### src/rtl/counter_pkg.sv
// counter_pkg
// Shared definitions for the modulo counter family.
//   DIR_UP / DIR_DOWN : encodings of the counter direction input
//   terminalValue()   : last value of a modulo-N sequence (N-1)
//   legalRange()      : parameter legality check reused by later counter blocks
package counter_pkg;

  localparam logic DIR_UP   = 1'b1;
  localparam logic DIR_DOWN = 1'b0;

  localparam int MAX_WIDTH = 16;

  // Highest count value before the sequence wraps back to zero.
  function automatic int terminalValue(input int modulus);
    return modulus - 1;
  endfunction

  // Width must be 1..16 and the modulus must fit in the width with at
  // least two states in the sequence.
  function automatic bit legalRange(input int width, input int modulus);
    if (width < 1 || width > MAX_WIDTH) return 1'b0;
    if (modulus < 2 || modulus > (2 ** width)) return 1'b0;
    return 1'b1;
  endfunction

endpackage

### src/rtl/tff_mod_counter_if.sv
// tff_mod_counter_if
// Control and status bundle of the modulo counter.
//   en, up, load, load_val : driven by the controlling block (master)
//   q, wrap                : driven by the counter (slave)
interface tff_mod_counter_if #(
  parameter int WIDTH = 3
);
  import counter_pkg::*;

  logic             en;
  logic             up;
  logic             load;
  logic [WIDTH-1:0] load_val;
  logic [WIDTH-1:0] q;
  logic             wrap;

  modport master (
    output en, up, load, load_val,
    input  q, wrap
  );

  modport slave (
    input  en, up, load, load_val,
    output q, wrap
  );

endinterface

### src/rtl/tff_sync.sv
// tff_sync
// Single T flip-flop with synchronous active-high reset.
//   sysclk : clock, rising edge
//   rstn   : synchronous reset, active high (clears q)
//   t      : toggle enable
//   q      : stored bit
module tff_sync (
  input  logic sysclk,
  input  logic rstn,
  input  logic t,
  output logic q
);

  logic r_q;

  // Reset wins over toggle; otherwise the bit inverts whenever t is high.
  always_ff @(posedge sysclk) begin
    if (rstn) begin
      r_q <= 1'b0;
    end else if (t) begin
      r_q <= ~r_q;
    end
  end

  assign q = r_q;

endmodule

### src/rtl/tff_mod_counter.sv
// tff_mod_counter
// Modulo-N up/down counter built from a chain of T flip-flops, with count
// enable, synchronous parallel load (clamped to N-1) and a registered wrap flag.
//   sysclk        : clock, rising edge
//   rstn          : synchronous reset, active high
//   bus.en        : count enable
//   bus.up        : direction, 1 = up, 0 = down
//   bus.load      : parallel load strobe (beats en)
//   bus.load_val  : value to load
//   bus.q         : current count
//   bus.wrap      : high for the one cycle in which q shows a wrapped value
module tff_mod_counter
  import counter_pkg::*;
#(
  parameter int WIDTH   = 3,
  parameter int MODULUS = 2 ** WIDTH
) (
  input  logic                   sysclk,
  input  logic                   rstn,
  tff_mod_counter_if.slave       bus
);

  if (!legalRange(WIDTH, MODULUS)) begin : g_badParams
    $error("tff_mod_counter: illegal WIDTH/MODULUS combination");
  end

  localparam logic [WIDTH-1:0] TERM = WIDTH'(terminalValue(MODULUS));

  logic [WIDTH-1:0] w_q;
  logic [WIDTH-1:0] w_upAll;
  logic [WIDTH-1:0] w_dnAll;
  logic [WIDTH-1:0] w_loadVal;
  logic [WIDTH-1:0] w_target;
  logic [WIDTH-1:0] w_toggle;
  logic             w_countUp;
  logic             w_wrapUp;
  logic             w_wrapDown;
  logic             w_useTarget;
  logic             r_wrap;

  // Out-of-range loads clamp to the terminal value so q never leaves the sequence.
  assign w_loadVal = (bus.load_val > TERM) ? TERM : bus.load_val;

  assign w_countUp  = (bus.up == DIR_UP);
  assign w_wrapUp   = bus.en &&  w_countUp && (w_q == TERM);
  assign w_wrapDown = bus.en && !w_countUp && (w_q == '0);

  // Load and wrap both jump to an absolute value; the T chain reaches it by
  // toggling exactly the bits that differ from the current count.
  always_comb begin
    w_target = '0;
    if (bus.load) begin
      w_target = w_loadVal;
    end else if (w_wrapDown) begin
      w_target = TERM;
    end
  end

  assign w_useTarget = bus.load || w_wrapUp || w_wrapDown;

  // Ordinary steps use the classic ripple-enable rule: a bit toggles when all
  // lower bits are 1 (up) or all lower bits are 0 (down).
  always_comb begin
    w_toggle = '0;
    if (w_useTarget) begin
      w_toggle = w_q ^ w_target;
    end else if (bus.en) begin
      w_toggle = w_countUp ? w_upAll : w_dnAll;
    end
  end

  for (genvar gi = 0; gi < WIDTH; gi++) begin : g_bit
    if (gi == 0) begin : g_lsb
      assign w_upAll[gi] = 1'b1;
      assign w_dnAll[gi] = 1'b1;
    end else begin : g_chain
      assign w_upAll[gi] = w_upAll[gi-1] &  w_q[gi-1];
      assign w_dnAll[gi] = w_dnAll[gi-1] & ~w_q[gi-1];
    end

    tff_sync u_tff (
      .sysclk (sysclk),
      .rstn   (rstn),
      .t      (w_toggle[gi]),
      .q      (w_q[gi])
    );
  end

  // Wrap flag is registered alongside the count so it lines up with the
  // wrapped q value; load and hold both clear it.
  always_ff @(posedge sysclk) begin
    if (rstn) begin
      r_wrap <= 1'b0;
    end else begin
      r_wrap <= !bus.load && (w_wrapUp || w_wrapDown);
    end
  end

  assign bus.q    = w_q;
  assign bus.wrap = r_wrap;

endmodule

### src/flat_wrapper.sv
// flat-port wrapper written by rule: the top's interface ports become plain ports
module tff_mod_counter_flat import counter_pkg::*;
#(
  parameter int WIDTH   = 3,
  parameter int MODULUS = 2 ** WIDTH
)
  (sysclk, rstn, bus_en, bus_up, bus_load, bus_load_val, bus_q, bus_wrap);
  tff_mod_counter_if #(.WIDTH(WIDTH)) bus_i ();
  input  logic sysclk;
  input  logic rstn;
  input wire logic [$bits(bus_i.en)-1:0] bus_en;
  input wire logic [$bits(bus_i.up)-1:0] bus_up;
  input wire logic [$bits(bus_i.load)-1:0] bus_load;
  input wire logic [$bits(bus_i.load_val)-1:0] bus_load_val;
  output wire logic [$bits(bus_i.q)-1:0] bus_q;
  output wire logic [$bits(bus_i.wrap)-1:0] bus_wrap;
  assign bus_i.en = bus_en;
  assign bus_i.up = bus_up;
  assign bus_i.load = bus_load;
  assign bus_i.load_val = bus_load_val;
  assign bus_q = bus_i.q;
  assign bus_wrap = bus_i.wrap;
  tff_mod_counter #(.WIDTH(WIDTH), .MODULUS(MODULUS)) u_core (.sysclk(sysclk), .rstn(rstn), .bus(bus_i));
endmodule
### config.mk
export PLATFORM = sky130hd
export DESIGN_NAME = tff_mod_counter_flat
export DESIGN_NICKNAME = d
export VERILOG_FILES = /design/src/rtl/counter_pkg.sv /design/src/rtl/tff_mod_counter_if.sv /design/src/rtl/tff_sync.sv /design/src/rtl/tff_mod_counter.sv /design/src/flat_wrapper.sv
export SDC_FILE = /design/constraint.sdc
export NUM_CORES = 1
export LEC_CHECK = 0
export ABC_AREA = 1
export CAP_MARGIN = 20
export CORE_AREA = 2 2 39 41
export CTS_BUF_LIST = sky130_fd_sc_hd__clkbuf_4 sky130_fd_sc_hd__clkbuf_8
export DETAILED_ROUTE_END_ITERATION = 10
export DIE_AREA = 0 0 41 43
export PLACE_DENSITY = 0.61
export SYNTH_ARGS = -nofsm -noshare
export SYNTH_HDL_FRONTEND = slang
export SYNTH_SLANG_ARGS = --single-unit
### constraint.sdc
create_clock -name sysclk -period 2.05 [get_ports sysclk]
set_clock_uncertainty 0.05 [all_clocks]
set_input_delay 0.41 -clock sysclk [delete_from_list [all_inputs] [get_ports sysclk]]
set_output_delay 0.41 -clock sysclk [all_outputs]
set_load 0.02 [all_outputs]
==> flow_metrics.py, run 1 <==
metrics = {
    "pwr": {
        "p_switching_mw": 0.0800,
        "p_comb_frac": 0.309,
        "internal_power_mw": 0.189,
        "power.share.clock": 0.357,
        "swShare": 0.297,
        "irDropWorstVdd_mv": 0.398,
        "power_density_nw_per_um2": 567,
        "leakagePower_nw": 0.217,
        "power_frac_seq": 0.334,
    },
    "cells_and_area": {
        "fin_area_um2": 474,
        "antenna_cells": 0,
        "final_cells": 80,
        "syn_to_final_growth_pct": 40.9,
        "multi_input_area_um2": 200,
        "final_layout_size_suffix_gt1_frac": 0.266,
        "fill_cells": 146,
        "area.sequential_um2": 80.1,
        "nNetsFinal": 74,
    },
    "global_route": {
        "gr-total-overflow": 0,
        "antenna_found_initial": 0,
        "track_usage": 0.100,
        "grt_pass1_wl_um": 1190,
        "grt_start_max_net_pins": 7,
        "grt_pass1_vias": 314,
    },
    "clock_network": {
        "cts.path.max_buffers": 2,
        "clock_latency_ns": 0.23,
        "cts.sinks": 4,
        "clk_transition_reported_paths_ns": 0.04,
        "cts_resized": 0,
        "post_cts_buffers": 0,
        "ctsHoldBuffers": 0,
        "cts-root-buf": "clkbuf_4",
        "htreeDepth": 1,
        "cts_buffers": 3,
        "cts_tree": "built",
    },
    "floorplanning": {
        "fp.dieH_um": 43,
        "core_area_um2": 1380,
        "initial_core_util": 0.243,
        "die_w_um": 41,
        "std_cell_rows": 14,
        "dieArea_um2": 1760,
        "io_pins": 12,
    },
    "min_path": {
        "hold_class": "reg -> reg",
    },
    "setup_path": {
        "path_depth": 1,
        "ff2ff_setup_slack_ns": 0.94,
        "slowest_delay_ns": 0.65,
        "cp-start-kind": "flip-flop",
        "cp-end-kind": "output port",
        "crit_family": "buffers and inverters",
        "r2r-end": "u_core.g_bit[1].u_tff.q",
        "rr_startpoint": "u_core.g_bit[0].u_tff.q",
        "cp-endpoint": "bus_q[1]",
        "crit_arrival_ns": 1.32,
        "crit_slowest_cell": "clkdlybuf4s50_1",
        "worstSetupPathType": "reg -> out",
        "crit_path_cell_trace": "clkdlybuf4s50_1",
        "cp.buffers_inverters": 1,
        "reg2regPathDepth": 8,
        "required_ns": 1.59,
        "path_max_fanout": 6,
        "cp-startpoint": "u_core.g_bit[1].u_tff.q",
    },
    "timing": {
        "rsz0062_at_grt": "no",
        "finalHoldViolations": 0,
        "fmax_mhz": 561,
        "worst_pin_slew_ns": 0.242,
        "fin_crit_sh": 0.869,
        "period_needed_ns": 1.78,
        "setup_viol": 0,
        "slew_violations": 0,
        "final.setup.tns_ns": 0,
        "max-slew-margin-rel": 0.839,
    },
    "place": {
        "numPlacedInstances": 77,
        "portBuffers": 11,
        "hpwl_um": 549,
        "placed_cell_area_um2": 452,
        "place_congestion": 0.732,
    },
    "run": {
        "cap_violations": 0,
    },
    "logic_synthesis": {
        "syn_avg_cell_area_um2": 6.47,
        "yosysSeqAreaShare": 0.238,
        "syn_area_um2": 337,
        "yosysUniqueCellTypes": 18,
        "synth_seq_cells": 4,
        "synthCells": 52,
        "syn_nets": 60,
        "ys_warn_count": 0,
    },
    "drt": {
        "drc": 0,
        "first_pass_iters": 4,
        "finalWirelength_um": 670,
        "vias": 346,
        "wl_per_cell_um": 8.38,
        "drt_iter0_drc": 8,
        "ant_nets": 0,
        "avgViaCountPerCell": 4.33,
    },
    "run_status": {
        "status": "completed",
    },
}
==> flip-flops by register name, summed over array words and instances, names as in the netlist <==
signal	cells
u_core.g_bit.u_tff.q	3
u_core.bus.wrap	1
==> power groups by stage <==
stage                     combinational [mW]  clock [mW]  sequential [mW]
final                                 0.0832      0.0960           0.0899
after global placement                0.0834           0           0.0912
after global routing                  0.0925       0.106           0.0906
after CTS                             0.0839       0.102           0.0902
after floorplan                       0.0519           0           0.0929
after detailed placement              0.0835           0           0.0914
==> synth_stat cells <==
master,instances,share of area
nand2_1,12,0.13
inv_1,7,0.078
nor2_1,7,0.078
dfxtp_1,4,0.24
buf_4,3,0.067
nand3_1,3,0.045
nor2_2,3,0.056
inv_2,2,0.022
nand2_2,2,0.037
a21oi_2,1,0.026
nand3_2,1,0.030
nand3_4,1,0.052
nand4_1,1,0.019
nor2_4,1,0.033
nor3_2,1,0.030
o211ai_1,1,0.022
o21ai_1,1,0.015
or2_2,1,0.019
==> per-stage QoR <==
stage          worst slack, ns  hold WS (ns)  power [mW]   util
3_3_place_gp             0.391         0.603       0.175  0.326
2_1_floorplan            0.987         0.422       0.145      -
3_5_place_dp             0.395         0.600       0.175  0.326
4_1_cts                  0.256         0.606       0.276  0.343
6_report                 0.269         0.590       0.269  0.343
5_1_grt                  0.233         0.658       0.289  0.343
==> cell families after synthesis <==
kind of cell / after synthesis / synth area share
buf+inv: 12 / 0.167
simple gates: 33 / 0.532
flops: 4 / 0.238
compound gates: 3 / 0.0632
==> cells in the final DEF (no fill, tap or decap) <==
master	instances
nand3_2	1
inv_2	2
nand3_4	1
a21oi_2	1
nand2_1	12
nand4_1	1
clkdlybuf4s50_1	11
nand2_2	2
nor3_2	1
dfxtp_1	4
or2_2	1
buf_4	1
o211ai_1	1
nor2_1	7
nor2_4	1
inv_1	7
nor2_2	3
nand3_1	3
o21ai_1	1
clkbuf_4	3
==> worst reg2reg max path: stages, from the launching register on <==
cell and delay, ns:
dfxtp_1 0.32, buf_4 0.15, inv_2 0.03, nand2_1 0.07
nand3_1 0.09, nand2_1 0.07, nand2_1 0.06, nor2_1 0.12
nor2_2 0.04
==> worst min path at each step <==
| stage | start | end | slack [ns] | cells past startpoint |
|---|---|---|---|---|
| 6_report | u_core.g_bit[2].u_tff.q | u_core.g_bit[2].u_tff.q | 0.59 | 4 |
| 5_1_grt | u_core.g_bit[2].u_tff.q | u_core.g_bit[2].u_tff.q | 0.66 | 4 |
| 4_1_cts | u_core.g_bit[2].u_tff.q | u_core.g_bit[2].u_tff.q | 0.61 | 4 |
| 3_5_place_dp | u_core.g_bit[2].u_tff.q | u_core.g_bit[2].u_tff.q | 0.60 | 4 |
| 3_3_place_gp | u_core.g_bit[2].u_tff.q | u_core.g_bit[2].u_tff.q | 0.60 | 4 |
| 2_1_floorplan | rstn | u_core.g_bit[0].u_tff.q | 0.42 | 1 |
==> final cells by class <==
class                      instances  area share
sequential                         4       0.169
timing repair buffer              12       0.248
inverter                           9      0.0712
clock buffer                       3      0.0475
multi-input combinational         36       0.422
tap                               16      0.0422
==> metal layers <==
| metal | wire length [um] | up-vias | track usage |
|---|---|---|---|
| met4 | 0 | 0 | 0.0200 |
| li1 | - | 181 | - |
| met3 | 73 | 0 | 0.0733 |
| met5 | 0 | - | 0 |
| met2 | 302 | 13 | 0.131 |
| met1 | 294 | 152 | 0.131 |
(Power assumes the default switching activity.)
==> run 2: changes to the inputs <==
--- a/config.mk
+++ b/config.mk
@@ -11,7 +11,6 @@
 export CTS_BUF_LIST = sky130_fd_sc_hd__clkbuf_4 sky130_fd_sc_hd__clkbuf_8
 export DETAILED_ROUTE_END_ITERATION = 10
 export DIE_AREA = 0 0 41 43
-export PLACE_DENSITY = 0.61
 export SYNTH_ARGS = -nofsm -noshare
 export SYNTH_HDL_FRONTEND = slang
 export SYNTH_SLANG_ARGS = --single-unit
==> flow_metrics.py, run 2 (synthesis gave the netlist of run 1 again) <==
metrics = {
    "drt": {
        "finalWirelength_um": 636,
        "vias": 335,
        "drt_iter0_drc": 2,
        "first_pass_iters": 4,
        "ant_nets": 0,
        "wl_per_cell_um": 7.95,
        "avgViaCountPerCell": 4.19,
        "drc": 0,
    },
    "setup_path": {
        "cp-end-kind": "output port",
        "ff2ff_setup_slack_ns": 0.92,
        "path_max_fanout": 6,
        "r2r-end": "u_core.g_bit[2].u_tff.q",
        "crit_arrival_ns": 1.31,
        "crit_family": "buffers and inverters",
        "reg2regPathDepth": 7,
        "crit_path_cell_trace": "clkdlybuf4s50_1",
        "cp-start-kind": "flip-flop",
        "rr_startpoint": "u_core.g_bit[0].u_tff.q",
        "worstSetupPathType": "reg -> out",
        "required_ns": 1.59,
        "cp.buffers_inverters": 1,
        "slowest_delay_ns": 0.65,
        "crit_slowest_cell": "clkdlybuf4s50_1",
    },
    "cells_and_area": {
        "area.sequential_um2": 80.1,
        "largest_register_ffs": 3,
        "nNetsFinal": 74,
        "antenna_cells": 0,
        "multi_input_area_um2": 200,
        "mostFrequentLayoutCells": "nand2_1, clkdlybuf4s50_1, inv_1, nor2_1, dfxtp_1",
        "layout_commonest_cell": "nand2_1",
        "syn_to_final_growth_pct": 40.9,
        "final_cells": 80,
        "fill_cells": 139,
        "final_layout_size_suffix_gt1_frac": 0.266,
    },
    "clock_network": {
        "post_cts_buffers": 0,
        "htreeDepth": 1,
        "clock_latency_ns": 0.23,
        "cts_buffers": 3,
        "ctsHoldBuffers": 0,
        "cts.path.max_buffers": 2,
        "cts-root-buf": "clkbuf_4",
        "clk_transition_reported_paths_ns": 0.04,
        "cts.sinks": 4,
        "cts_tree": "built",
        "cts_resized": 0,
    },
    "pwr": {
        "p_comb_frac": 0.308,
        "p_switching_mw": 0.0795,
        "leakagePower_nw": 0.217,
        "power_density_nw_per_um2": 566,
        "internal_power_mw": 0.189,
        "power_frac_seq": 0.335,
        "irDropWorstVdd_mv": 0.256,
        "power.share.clock": 0.357,
        "swShare": 0.296,
    },
    "timing": {
        "setup_viol": 0,
        "period_needed_ns": 1.77,
        "fmax_mhz": 564,
        "final.setup.tns_ns": 0,
        "rsz0062_at_grt": "no",
        "worst_pin_slew_ns": 0.255,
        "finalHoldViolations": 0,
        "whs_ns": 0.618,
        "max-slew-margin-rel": 0.829,
        "fin_crit_sh": 0.865,
        "slew_violations": 0,
    },
    "place": {
        "portBuffers": 11,
        "place_congestion": 0.824,
        "numPlacedInstances": 77,
        "hpwl_um": 523,
    },
    "min_path": {
        "holdPathStages": 4,
        "hp-start": "u_core.g_bit[2].u_tff.q",
        "hold_end": "u_core.g_bit[2].u_tff.q",
        "hold_class": "reg -> reg",
    },
    "run": {
        "cap_violations": 0,
    },
    "floorplanning": {
        "dieArea_um2": 1760,
        "initial_core_util": 0.243,
        "core_area_um2": 1380,
        "die_w_um": 41,
        "fp.dieH_um": 43,
        "std_cell_rows": 14,
        "io_pins": 12,
    },
    "run_status": {
        "status": "completed",
    },
    "global_route": {
        "grt_start_max_net_pins": 7,
        "gr-total-overflow": 0,
        "track_usage": 0.0834,
        "antenna_found_initial": 0,
        "grt_pass1_vias": 278,
        "grt_pass1_wl_um": 1020,
    },
}
## run 2: cell counts in the layout (fill, tap and decap cells not counted)
Identical to the previous run, type by type.
## run 2: layout make-up
cell class	instances	area share
clock buffer	3	0.0475
inverter	9	0.0712
multi-input combinational	36	0.422
sequential	4	0.169
tap	16	0.0422
timing repair buffer	12	0.248
## run 2: power by group through the flow
stage               combinational, mW  sequential [mW]  clock (mW)
floorplan                      0.0519           0.0929           0
global placement               0.0826           0.0914           0
detailed placement             0.0830           0.0915           0
CTS                            0.0832           0.0903      0.0985
global route                   0.0913           0.0910       0.102
finish                         0.0826           0.0901      0.0959
## run 2: worst max-delay path by stage
stage	from	to	depth (start not counted)
2_1_floorplan	u_core.g_bit[0].u_tff.q	bus_q[0]	1
3_3_place_gp	bus_up	u_core.g_bit[1].u_tff.q	6
3_5_place_dp	bus_en	u_core.g_bit[2].u_tff.q	8
4_1_cts	u_core.g_bit[1].u_tff.q	bus_q[1]	1
5_1_grt	u_core.g_bit[1].u_tff.q	bus_q[1]	1
6_report	u_core.g_bit[1].u_tff.q	bus_q[1]	1
## run 2: routing by layer
metal,track usage,vias up,share of wire
met2,0.119,14,0.45
met3,0.0157,2,0.063
met1,0.116,138,0.47
li1,-,181,-
met5,0,-,0
met4,0.0400,0,0.020
## run 2: through the flow
step | util | cell area [um2] | power, mW | setup WS [ns]
after floorplan | - | 337 | 0.145 | 0.987
after global placement | 0.326 | 452 | 0.174 | 0.363
after detailed placement | 0.326 | 452 | 0.174 | 0.349
after CTS | 0.343 | 474 | 0.272 | 0.268
after global routing | 0.343 | 474 | 0.284 | 0.229
final | 0.343 | 474 | 0.269 | 0.276
==> run 3: changes to the inputs <==
--- a/config.mk
+++ b/config.mk
@@ -11,6 +11,8 @@
 export CTS_BUF_LIST = sky130_fd_sc_hd__clkbuf_4 sky130_fd_sc_hd__clkbuf_8
 export DETAILED_ROUTE_END_ITERATION = 10
 export DIE_AREA = 0 0 41 43
+export GPL_TIMING_DRIVEN = 0
 export SYNTH_ARGS = -nofsm -noshare
 export SYNTH_HDL_FRONTEND = slang
 export SYNTH_SLANG_ARGS = --single-unit
+export TNS_END_PERCENT = 1
==> flow_metrics.py, run 3 (synthesis gave the netlist of run 1 again) <==
metrics = {
    "clock_network": {
        "htreeDepth": 1,
        "cts_buffers": 3,
        "cts.path.max_buffers": 2,
        "cts.sinks": 4,
        "cts_tree": "built",
        "ctsHoldBuffers": 0,
        "clock_latency_ns": 0.22,
        "clk_transition_reported_paths_ns": 0.04,
        "cts_resized": 0,
        "cts-root-buf": "clkbuf_4",
        "post_cts_buffers": 0,
    },
    "setup_path": {
        "required_ns": 1.59,
        "crit_arrival_ns": 1.43,
        "cp-end-kind": "output port",
        "path_max_fanout": 7,
        "worstSetupPathType": "reg -> out",
        "cp-start-kind": "flip-flop",
    },
    "timing": {
        "period_needed_ns": 1.89,
        "fmax_mhz": 530,
        "rsz0062_at_grt": "no",
        "slew_violations": 0,
        "final.setup.tns_ns": 0,
        "worst_pin_slew_ns": 0.272,
        "max-slew-margin-rel": 0.819,
        "setup_viol": 0,
        "finalHoldViolations": 0,
        "fin_crit_sh": 0.920,
    },
    "pwr": {
        "internal_power_mw": 0.192,
        "power.share.clock": 0.334,
        "irDropWorstVdd_mv": 0.320,
        "leakagePower_nw": 0.227,
        "power_mw": 0.266,
        "swShare": 0.278,
        "power_frac_seq": 0.349,
        "p_switching_mw": 0.0740,
        "power_density_nw_per_um2": 544,
        "p_comb_frac": 0.316,
    },
    "drt": {
        "ant_nets": 0,
        "vias": 344,
        "avgViaCountPerCell": 4.20,
        "wl_per_cell_um": 7.98,
        "finalWirelength_um": 654,
        "drt_iter0_drc": 10,
        "first_pass_iters": 4,
        "drc": 0,
    },
    "floorplanning": {
        "fp.dieH_um": 43,
        "std_cell_rows": 14,
        "die_w_um": 41,
        "dieArea_um2": 1760,
        "core_area_um2": 1380,
        "initial_core_util": 0.243,
        "io_pins": 12,
    },
    "place": {
        "place_congestion": 0.795,
        "hpwl_um": 541,
        "portBuffers": 11,
    },
    "cells_and_area": {
        "fill_cells": 155,
        "nNetsFinal": 76,
        "syn_to_final_growth_pct": 45.4,
        "mostFrequentLayoutCells": "nand2_1, clkdlybuf4s50_1, inv_1, nor2_1, dfxtp_1",
        "final_layout_size_suffix_gt1_frac": 0.288,
        "layout_commonest_cell": "nand2_1",
        "largest_register_ffs": 3,
        "antenna_cells": 0,
    },
    "global_route": {
        "antenna_found_initial": 0,
        "grt_pass1_wl_um": 1070,
        "grt_start_max_net_pins": 8,
        "track_usage": 0.0863,
        "gr-total-overflow": 0,
        "grt_pass1_vias": 292,
    },
    "run": {
        "cap_violations": 0,
    },
    "run_status": {
        "status": "completed",
    },
    "min_path": {
        "hold_class": "reg -> reg",
    },
}
run 3: path summary, 6_finish.rpt:
check	start	cells past startpoint	to	slack, ns
worst min-delay path	u_core.g_bit[2].u_tff.q	4	u_core.g_bit[2].u_tff.q	0.64
worst max-delay path	u_core.g_bit[0].u_tff.q	2	bus_q[0]	0.16
worst min register to register	u_core.g_bit[2].u_tff.q	4	u_core.g_bit[2].u_tff.q	0.64
worst max register to register	u_core.g_bit[0].u_tff.q	5	u_core.g_bit[1].u_tff.q	0.93
run 3: worst max-delay path, stage by stage (launching register included):
cell and delay (ns):
dfxtp_1 0.46, buf_4 0.16, clkdlybuf4s50_1 0.58
run 3: through the flow:
step | area (um2) | hold slack (ns) | utilization | cells | worst slack (ns)
4_1_cts | 489 | 0.620 | 0.354 | 82 | 0.165
3_5_place_dp | 467 | 0.613 | 0.337 | 79 | 0.339
6_report | 489 | 0.636 | 0.354 | 82 | 0.163
3_3_place_gp | 467 | 0.625 | 0.337 | 79 | 0.351
5_1_grt | 489 | 0.693 | 0.354 | 82 | 0.101
2_1_floorplan | 337 | 0.422 | - | 52 | 0.987
run 3: power groups by stage:
stage                     Sequential (mW)  Clock (mW)  Combinational [mW]
after floorplan                    0.0929           0              0.0519
after global placement             0.0941           0              0.0835
after detailed placement           0.0942           0              0.0844
after CTS                          0.0931      0.0910              0.0846
after global routing               0.0941      0.0960              0.0934
final                              0.0930      0.0891              0.0843
run 3: final cells by class:
class	count	area [um2]	area share
multi-input combinational	36	200	0.409
timing repair buffer	11	110	0.225
sequential	4	80.1	0.164
inverter	9	33.8	0.0691
clock buffer	3	22.5	0.0460
buffer	3	22.5	0.0460
tap	16	20.0	0.0409
run 3: per-layer routing:
layer	share of wire	vias up	routed length [um]	global-route usage
met3	0.072	0	47	0.0157
met4	0	0	0	0.0200
li1	-	188	-	-
met5	0	-	0	0
met1	0.43	140	279	0.112
met2	0.50	16	327	0.141
